===== src/rtl/axil_cmd_master_pkg.sv =====
// rtl/axil_cmd_master_pkg.sv - shared FSM encoding and AXI response codes for the command master
package axil_cmd_master_pkg;

    typedef enum logic [2:0] {
        ST_IDLE  = 3'd0,
        ST_WRITE = 3'd1,
        ST_WRESP = 3'd2,
        ST_READ  = 3'd3,
        ST_RDATA = 3'd4,
        ST_RSP   = 3'd5,
        ST_DRAIN = 3'd6
    } state_e;

    localparam logic [1:0] RESP_OKAY   = 2'b00;
    localparam logic [1:0] RESP_SLVERR = 2'b10;

    // States in which the bus transaction is outstanding and the timeout counter runs.
    function automatic logic is_busy(input state_e s);
        return (s == ST_WRITE) || (s == ST_WRESP) || (s == ST_READ) || (s == ST_RDATA);
    endfunction

endpackage


===== src/rtl/axil_cmd_master.sv =====
// rtl/axil_cmd_master.sv - single-outstanding command to AXI4-Lite master bridge with timeout and drain
module axil_cmd_master
    import axil_cmd_master_pkg::*;
#(
    parameter int ADDR_WIDTH = 32,
    parameter int DATA_WIDTH = 32,
    parameter int TIMEOUT    = 1024
) (
    input  logic                    clk,
    input  logic                    rst,

    input  logic                    cmd_valid,
    output logic                    cmd_ready,
    input  logic                    cmd_write,
    input  logic [ADDR_WIDTH-1:0]   cmd_addr,
    input  logic [DATA_WIDTH-1:0]   cmd_wdata,
    input  logic [DATA_WIDTH/8-1:0] cmd_wstrb,

    output logic                    rsp_valid,
    input  logic                    rsp_ready,
    output logic                    rsp_write,
    output logic [DATA_WIDTH-1:0]   rsp_rdata,
    output logic [1:0]              rsp_resp,
    output logic                    rsp_timeout,

    output logic                    mmio_axi_awvalid,
    input  logic                    mmio_axi_awready,
    output logic [ADDR_WIDTH-1:0]   mmio_axi_awaddr,
    output logic [2:0]              mmio_axi_awprot,
    output logic                    mmio_axi_wvalid,
    input  logic                    mmio_axi_wready,
    output logic [DATA_WIDTH-1:0]   mmio_axi_wdata,
    output logic [DATA_WIDTH/8-1:0] mmio_axi_wstrb,
    input  logic                    mmio_axi_bvalid,
    output logic                    mmio_axi_bready,
    input  logic [1:0]              mmio_axi_bresp,
    output logic                    mmio_axi_arvalid,
    input  logic                    mmio_axi_arready,
    output logic [ADDR_WIDTH-1:0]   mmio_axi_araddr,
    output logic [2:0]              mmio_axi_arprot,
    input  logic                    mmio_axi_rvalid,
    output logic                    mmio_axi_rready,
    input  logic [DATA_WIDTH-1:0]   mmio_axi_rdata,
    input  logic [1:0]              mmio_axi_rresp
);

    localparam int                CNT_W    = $clog2(TIMEOUT + 1);
    localparam logic [CNT_W-1:0]  CNT_LAST = CNT_W'(TIMEOUT - 1);

    state_e                    state_q, state_d;
    logic                      cmd_ready_q, cmd_ready_d;
    logic                      wr_q, wr_d;
    logic [ADDR_WIDTH-1:0]     addr_q, addr_d;
    logic [DATA_WIDTH-1:0]     wdata_q, wdata_d;
    logic [DATA_WIDTH/8-1:0]   wstrb_q, wstrb_d;
    logic                      awvalid_q, awvalid_d;
    logic                      wvalid_q, wvalid_d;
    logic                      arvalid_q, arvalid_d;
    logic                      bready_q, bready_d;
    logic                      rready_q, rready_d;
    logic                      owe_q, owe_d;
    logic                      rsp_valid_q, rsp_valid_d;
    logic [DATA_WIDTH-1:0]     rsp_rdata_q, rsp_rdata_d;
    logic [1:0]                rsp_resp_q, rsp_resp_d;
    logic                      rsp_timeout_q, rsp_timeout_d;
    logic [CNT_W-1:0]          cnt_q, cnt_d;
    logic                      tmo_enter;

    logic aw_hs, w_hs, ar_hs, b_hs, r_hs, timed_out;

    assign aw_hs     = awvalid_q && mmio_axi_awready;
    assign w_hs      = wvalid_q  && mmio_axi_wready;
    assign ar_hs     = arvalid_q && mmio_axi_arready;
    assign b_hs      = bready_q  && mmio_axi_bvalid;
    assign r_hs      = rready_q  && mmio_axi_rvalid;
    assign timed_out = is_busy(state_q) && (cnt_q == CNT_LAST);

    always_comb begin
        state_d       = state_q;
        cmd_ready_d   = cmd_ready_q;
        wr_d          = wr_q;
        addr_d        = addr_q;
        wdata_d       = wdata_q;
        wstrb_d       = wstrb_q;
        awvalid_d     = awvalid_q;
        wvalid_d      = wvalid_q;
        arvalid_d     = arvalid_q;
        bready_d      = bready_q;
        rready_d      = rready_q;
        owe_d         = owe_q;
        rsp_valid_d   = rsp_valid_q;
        rsp_rdata_d   = rsp_rdata_q;
        rsp_resp_d    = rsp_resp_q;
        rsp_timeout_d = rsp_timeout_q;
        cnt_d         = cnt_q;
        tmo_enter     = 1'b0;

        // Address/data valids fall only on their own handshake, whatever state we are in.
        if (aw_hs) awvalid_d = 1'b0;
        if (w_hs)  wvalid_d  = 1'b0;
        if (ar_hs) arvalid_d = 1'b0;
        if (is_busy(state_q)) cnt_d = cnt_q + CNT_W'(1);

        case (state_q)
            ST_IDLE: begin
                cmd_ready_d = 1'b1;
                if (cmd_valid && cmd_ready_q) begin
                    cmd_ready_d   = 1'b0;
                    wr_d          = cmd_write;
                    addr_d        = cmd_addr;
                    wdata_d       = cmd_wdata;
                    wstrb_d       = cmd_wstrb;
                    cnt_d         = '0;
                    rsp_timeout_d = 1'b0;
                    if (cmd_write) begin
                        awvalid_d = 1'b1;
                        wvalid_d  = 1'b1;
                        state_d   = ST_WRITE;
                    end else begin
                        arvalid_d = 1'b1;
                        state_d   = ST_READ;
                    end
                end
            end
            ST_WRITE: begin
                if (timed_out) begin
                    tmo_enter = 1'b1;
                end else if (!awvalid_d && !wvalid_d) begin
                    bready_d = 1'b1;
                    state_d  = ST_WRESP;
                end
            end
            ST_WRESP: begin
                if (b_hs) begin
                    bready_d    = 1'b0;
                    rsp_valid_d = 1'b1;
                    rsp_resp_d  = mmio_axi_bresp;
                    rsp_rdata_d = '0;
                    state_d     = ST_RSP;
                end else if (timed_out) begin
                    tmo_enter = 1'b1;
                end
            end
            ST_READ: begin
                if (timed_out) begin
                    tmo_enter = 1'b1;
                end else if (ar_hs) begin
                    rready_d = 1'b1;
                    state_d  = ST_RDATA;
                end
            end
            ST_RDATA: begin
                if (r_hs) begin
                    rready_d    = 1'b0;
                    rsp_valid_d = 1'b1;
                    rsp_resp_d  = mmio_axi_rresp;
                    rsp_rdata_d = mmio_axi_rdata;
                    state_d     = ST_RSP;
                end else if (timed_out) begin
                    tmo_enter = 1'b1;
                end
            end
            ST_RSP: begin
                // After a timeout the owed B/R may land while the response is still waiting.
                if (owe_q && (b_hs || r_hs)) begin
                    owe_d    = 1'b0;
                    bready_d = 1'b0;
                    rready_d = 1'b0;
                end
                if (rsp_valid_q && rsp_ready) begin
                    rsp_valid_d = 1'b0;
                    if (owe_d) begin
                        state_d = ST_DRAIN;
                    end else begin
                        cmd_ready_d = 1'b1;
                        state_d     = ST_IDLE;
                    end
                end
            end
            ST_DRAIN: begin
                if (b_hs || r_hs) begin
                    owe_d       = 1'b0;
                    bready_d    = 1'b0;
                    rready_d    = 1'b0;
                    cmd_ready_d = 1'b1;
                    state_d     = ST_IDLE;
                end
            end
            default: state_d = ST_IDLE;
        endcase

        if (tmo_enter) begin
            state_d       = ST_RSP;
            rsp_valid_d   = 1'b1;
            rsp_timeout_d = 1'b1;
            rsp_resp_d    = RESP_SLVERR;
            rsp_rdata_d   = '0;
            owe_d         = 1'b1;
            bready_d      = wr_q;
            rready_d      = !wr_q;
        end
    end

    always_ff @(posedge clk or posedge rst) begin
        if (rst) begin
            state_q       <= ST_IDLE;
            cmd_ready_q   <= 1'b0;
            wr_q          <= 1'b0;
            addr_q        <= '0;
            wdata_q       <= '0;
            wstrb_q       <= '0;
            awvalid_q     <= 1'b0;
            wvalid_q      <= 1'b0;
            arvalid_q     <= 1'b0;
            bready_q      <= 1'b0;
            rready_q      <= 1'b0;
            owe_q         <= 1'b0;
            rsp_valid_q   <= 1'b0;
            rsp_rdata_q   <= '0;
            rsp_resp_q    <= '0;
            rsp_timeout_q <= 1'b0;
            cnt_q         <= '0;
        end else begin
            state_q       <= state_d;
            cmd_ready_q   <= cmd_ready_d;
            wr_q          <= wr_d;
            addr_q        <= addr_d;
            wdata_q       <= wdata_d;
            wstrb_q       <= wstrb_d;
            awvalid_q     <= awvalid_d;
            wvalid_q      <= wvalid_d;
            arvalid_q     <= arvalid_d;
            bready_q      <= bready_d;
            rready_q      <= rready_d;
            owe_q         <= owe_d;
            rsp_valid_q   <= rsp_valid_d;
            rsp_rdata_q   <= rsp_rdata_d;
            rsp_resp_q    <= rsp_resp_d;
            rsp_timeout_q <= rsp_timeout_d;
            cnt_q         <= cnt_d;
        end
    end

    assign cmd_ready        = cmd_ready_q;
    assign rsp_valid        = rsp_valid_q;
    assign rsp_write        = wr_q;
    assign rsp_rdata        = rsp_rdata_q;
    assign rsp_resp         = rsp_resp_q;
    assign rsp_timeout      = rsp_timeout_q;
    assign mmio_axi_awvalid = awvalid_q;
    assign mmio_axi_awaddr  = addr_q;
    assign mmio_axi_awprot  = 3'b000;
    assign mmio_axi_wvalid  = wvalid_q;
    assign mmio_axi_wdata   = wdata_q;
    assign mmio_axi_wstrb   = wstrb_q;
    assign mmio_axi_bready  = bready_q;
    assign mmio_axi_arvalid = arvalid_q;
    assign mmio_axi_araddr  = addr_q;
    assign mmio_axi_arprot  = 3'b000;
    assign mmio_axi_rready  = rready_q;

endmodule

===== config.mk =====
export PLATFORM = sky130hd
export DESIGN_NAME = axil_cmd_master
export DESIGN_NICKNAME = d
export VERILOG_FILES = /design/src/rtl/axil_cmd_master_pkg.sv /design/src/rtl/axil_cmd_master.sv
export SDC_FILE = /design/constraint.sdc
export NUM_CORES = 1
export LEC_CHECK = 0
export CAP_MARGIN = 25
export CELL_PAD_IN_SITES_DETAIL_PLACEMENT = 0
export CELL_PAD_IN_SITES_GLOBAL_PLACEMENT = 1
export CORE_MARGIN = 2
export CORE_UTILIZATION = 27
export DETAILED_ROUTE_END_ITERATION = 10
export HOLD_SLACK_MARGIN = 0.1
export PLACE_DENSITY_LB_ADDON = 0.05
export SETUP_SLACK_MARGIN = 0.3
export SLEW_MARGIN = 10
export SYNTH_ARGS = -nofsm -noshare
export SYNTH_HDL_FRONTEND = slang
export SYNTH_SLANG_ARGS = --single-unit
export TNS_END_PERCENT = 30

===== constraint.sdc =====
create_clock -name clk -period 3.7 [get_ports clk]
set_input_delay 0.555 -clock clk [delete_from_list [all_inputs] [get_ports clk]]
set_output_delay 0.555 -clock clk [all_outputs]
set_load 0.02 [all_outputs]

## Word-level counts from Yosys, hierarchy flattened

Index checks and enable logic that the tools add are counted.

- $add $sub $neg: 1
- Equality and inequality tests: 20
- Mux-type cells: 69
- Reduce and logical (&&, ||, !) cells: 36

Operator list:

| kind | count |
|---|---|
| $mux 32 | 3 |
| $pmux 32 s2 | 1 |
| $mux 1 | 39 |
| $mux 11 | 3 |
| $mux 3 | 11 |
| $ne 3x3->1 const B | 9 |
| $pmux 3 s7 | 1 |
| $reduce_and 6->1 | 2 |
| $add 11x1->11 const B | 1 |
| $eq 11x10->1 const B | 1 |
| $logic_and 1x1->1 | 10 |
| $reduce_bool 5->1 | 2 |
| $eq 3x3->1 const B | 3 |
| $pmux 1 s3 | 3 |
| $reduce_and 9->1 | 1 |
| $reduce_bool 3->1 | 3 |
| $mux 2 | 4 |
| $pmux 1 s4 | 2 |
| $reduce_and 4->1 | 2 |
| $eq 3x2->1 const B | 2 |
| $ne 2x2->1 const B | 3 |
| $reduce_and 2->1 | 3 |
| $logic_or 1x1->1 | 4 |
| $pmux 2 s2 | 1 |
| 9 further kinds | 12 |

- Output and inout port bits: 149
- Flip-flop bits (word level): 126
- Bits of input ports: 114

## Longest topological paths before layout

- Depth in word-level cells: 10
- Depth in mapped cells: 8
- Depth with buffers taken out: 5

## Worst setup path after synthesis

No wires, ideal clock.

- Path type: reg-to-reg
- From: register state_q[0]
- To: register rsp_rdata_q[0] (netlist: rsp_rdata[0])
- Arrival: 1.719 ns
- Path buffers: 3
- Setup time: 0.121 ns
- Stages on the path, launching flop included: 8
- Period minus slack after synthesis: 1.840 ns
- Path slack: 1.860 ns
- Cells stage by stage: dfrtp_1 buf_2 nor3b_4 nand2_1 a2111oi_2 buf_4 buf_2 nor2_1

- Longest elaborated chain between the ends: 10
- Elaborated cells between the ends (all ways): 19

Ends and longest elaborated chain:

| element | line | source |
|---|---|---|
| from (decl) | axil_cmd_master.sv:50 | `state_e state_q, state_d;` |
| from (signal assigned) | axil_cmd_master.sv:224 | `state_q <= state_d;` |
| $eq 3x1->1 or $eq 3x2->1 (tied branches) | axil_cmd_master_pkg.sv:19, axil_cmd_master.sv:104 |  |
| $logic_or 1x1->1 (3 in series) | axil_cmd_master_pkg.sv:19 | `return (s == ST_WRITE) \|\| (s == ST_WRESP) \|\| (s == ST_READ) \|\| (s == ST_RDATA);` |
| $logic_and 1x1->1 | axil_cmd_master.sv:76 | `assign timed_out = is_busy(state_q) && (cnt_q == CNT_LAST);` |
| $mux 1 | n/a |  |
| $mux 1, on equally long branches | axil_cmd_master.sv:153, axil_cmd_master.sv:134 |  |
| $pmux 1 s3 | axil_cmd_master.sv:104 | `case (state_q)` |
| $ne 3x3->1 (no line) or $reduce_bool 3->1 (tied branches) | n/a |  |
| $reduce_and 3->1 (no line) | n/a |  |
| to (signal assigned) | axil_cmd_master.sv:237 | `rsp_rdata_q <= rsp_rdata_d;` |
| to (decl) | axil_cmd_master.sv:63 | `logic [DATA_WIDTH-1:0] rsp_rdata_q, rsp_rdata_d;` |

Parallel ways exist; a longest one is shown, timed or not.
A chain may end at the register's enable or synchronous reset.

## Worst setup path after layout

- From: register state_q[0]
- To: register wstrb_q[1] (netlist: mmio_axi_wstrb[1])

- Longest elaborated chain between the ends: 2

Ends and longest elaborated chain:

| element | line | source |
|---|---|---|
| $logic_not 3->1 | axil_cmd_master.sv:104 |  |
| $reduce_and 2->1 (no line) | n/a |  |
| to (signal assigned) | axil_cmd_master.sv:229 | `wstrb_q <= wstrb_d;` |
| to (decl) | axil_cmd_master.sv:55 | `logic [DATA_WIDTH/8-1:0] wstrb_q, wstrb_d;` |

Every way passes these cells.

==> impl_metrics.yaml <==
route:
  drtAntennaViolNets: 0
  vias: 5153
  detail_route.wirelength_microns: 18000
  drtIter0Drc: 223
  via_per_inst: 4.44
  drc: 0
  drt_first_pass_iters: 5
  routedWlPerCell_microns: 15.5
cts:
  cts.clk_slew.worst_paths_ns: 0.06
  htreeDepth: 4
  clock_latency_ns: 0.42
  post_cts_resized: 0
  cts.sinks: 126
  cts_buffer_depth: 2
  post_cts_buffers: 0
  cts_tree: "done"
  numCtsBuffers: 17
  ctsHoldBuffers: 0
  cts_root_buf: "clkbuf_16"
pwr:
  powerDensity_nw_per_um2: 885
  swShare_pct: 40.5
  p_int_uw: 4730
  p_leak_uw: 0.00410
  clkPwrFrac_pct: 20.1
  power_frac_comb_pct: 49.0
  p_sw_uw: 3220
  ir_worst_vdd_mv: 0.339
  power_frac_seq_pct: 31.0
sta:
  period_needed_ns: 2.42
  period_share_pct: 65.5
  slew_headroom_pct: 41.9
  tightest_slew_ns: 0.872
  skew_ns: 0.0102
  rsz0062_at_grt: "false"
  setup_ws_ns: 1.28
  maxSlewViolCount: 0
  whs_ns: 0.388
  fin_tns_setup_ns: 0
  setup_viol: 0
  hold_violations: 0
  fmax_mhz: 413
floorplanning:
  dieHeight_microns: 150
  die-area_sq_um: 22600
  die_x_microns: 150
  initial_core_util_pct: 27.5
  ios: 263
  coreArea_sq_um: 21000
  rows: 53
global_route:
  grtUsageTotal_pct: 15.9
  grt_pass1_vias: 5191
  grt_max_degree: 70
  grt_pass1_wl_microns: 27700
  overflow: 0
  antenna_found_initial: 1
worst_setup_path:
  timing.critical_path.required_ns: 4.01
  r2r-start: "state_q[0]"
  r2r_end: "mmio_axi_wstrb[1]"
  rrSetupSlack_ns: 1.28
  crit_fanout: 41
  rr_worst_depth: 5
  crit_path_start_kind: "flop"
  arrival_ns: 2.73
  end_kind: "flop"
  critPathKind: "reg2reg"
outcome:
  outcome: "complete, no violations"
place:
  port_buffers: 256
  place_congestion: 0.741
  place_inst: 1127
  dpl.hpwl_microns: 12800
  pre_cts_slack_ns: 1.17
finish:
  finalNetCount: 987
  n_antenna_cell: 0
  area_growth_pct: 55.2
  drive_above_1_share_pct: 5.76
  finalNonFillerCells: 1160
logic_synthesis:
  synth_top_area_share_pct: 54.5
  syn_inst: 655
  yosysSeqAreaShare_pct: 54.5
  synth_flop_cell: "dfrtp_1"
  ys_ff_latch: 126
  synth_area_sq_um: 5780
  synth_area_per_cell_sq_um: 8.83
  async_reset_ff_share_pct: 100
  ys_types: 42
  yosysWarnings: 0
  yosysMostFrequentCell: "nand2_1"
  yosys.area.top_type: "dfrtp_1"
  synth_common_cells: "nand2_1 (233), dfrtp_1 (126), nor2_1 (47)"
  synth-edff-count: 0
  synth_area_leaders: "dfrtp_1 (55%), nand2_1 (15%), buf_4 (5.2%)"
hold_path:
  hp-class: "in2async"
flow_run:
  max_cap_violations: 0
==> layer usage <==
| metal | global-route usage, % | vias to the layer above | part of all wire [%] |
|---|---|---|---|
| li1 | - | 2520 | - |
| met1 | 18.4 | 2452 | 40 |
| met2 | 26.6 | 165 | 50 |
| met3 | 7.30 | 14 | 9.7 |
| met4 | 4.10 | 2 | 0.68 |
| met5 | 0 | - | 0.072 |
==> cells in the final DEF (no fill, tap or decap), drive strengths merged, types with 2 or more instances in the layout <==
cell type / instances
xor2: 4
a21oi: 15
or3: 6
nand3: 9
clkdlybuf4s50: 256
nand2: 233
clkbuf: 18
o22ai: 2
inv: 7
o31ai: 3
mux2i: 7
nand2b: 6
nor3: 2
nand4b: 2
nor2: 47
nand4: 3
clkinv: 4
clkinvlp: 6
buf: 13
and4: 2
conb: 6
o21ai: 15
and2: 2
a211oi: 6
nor2b: 35
dfrtp: 126
a31oi: 34
==> per-stage QoR <==
step	total power [uW]	utilization [%]	instance area [sq um]
after floorplan	4690	-	5800
after global placement	6370	39.9	8390
after detailed placement	6400	39.9	8390
after CTS	8060	42.6	8960
after global routing	8480	42.7	8980
final	7950	42.7	8980
==> flip-flops by register name (all words and copies together) (netlist names) <==
signal,flops
mmio_axi_arvalid,1
mmio_axi_bready,1
mmio_axi_wdata,32
state_q,3
rsp_rdata,32
mmio_axi_wstrb,4
owe_q,1
rsp_write,1
mmio_axi_rready,1
cnt_q,11
cmd_ready,1
mmio_axi_awvalid,1
rsp_resp,2
rsp_timeout,1
mmio_axi_araddr,32
mmio_axi_wvalid,1
rsp_valid,1
==> worst max-delay path by stage <==
stage	startpoint	to
global route	state_q[0]	mmio_axi_wdata[24]
finish	state_q[0]	mmio_axi_wstrb[1]
global placement	cmd_valid	mmio_axi_wdata[0]
CTS	state_q[0]	mmio_axi_wdata[18]
floorplan	rst	cmd_ready
detailed placement	cmd_valid	mmio_axi_wdata[2]
==> worst max-delay path: stages, from the launching register on <==
cell and delay, ns:
dfrtp_1 0.60, or3_1 0.55, or2_2 0.66, buf_4 0.35, nand2_1 0.08, nand2_1 0.05
==> cell families after synthesis <==
kind of cell / count (synthesis) / share of synthesized area [%]
xor+xnor: 5 / 0.757
fa+ha+maj: 1 / 0.216
other cells: 1 / 0.0649
simple gates: 351 / 26.0
buf+inv: 80 / 8.07
flops: 126 / 54.5
mux: 7 / 1.21
compound gates: 84 / 9.13
==> power groups by stage <==
| stage | Sequential, uW | Clock (uW) | Combinational (uW) |
|---|---|---|---|
| 2_1_floorplan | 3010 | 0 | 1670 |
| 3_3_place_gp | 2460 | 0 | 3910 |
| 3_5_place_dp | 2480 | 0 | 3930 |
| 4_1_cts | 2470 | 1650 | 3940 |
| 5_1_grt | 2550 | 1720 | 4210 |
| 6_report | 2460 | 1600 | 3890 |
==> cell type report <==
class,instances,area (sq um)
flip-flops and latches,126,3150
inverters,4,18.8
fillers,2063,12000
multi-input cells,454,2210
clock buffers,18,429
repair buffers,269,2690
clock inverters,14,134
well taps,275,344
Power figures use the tool's default switching activity.
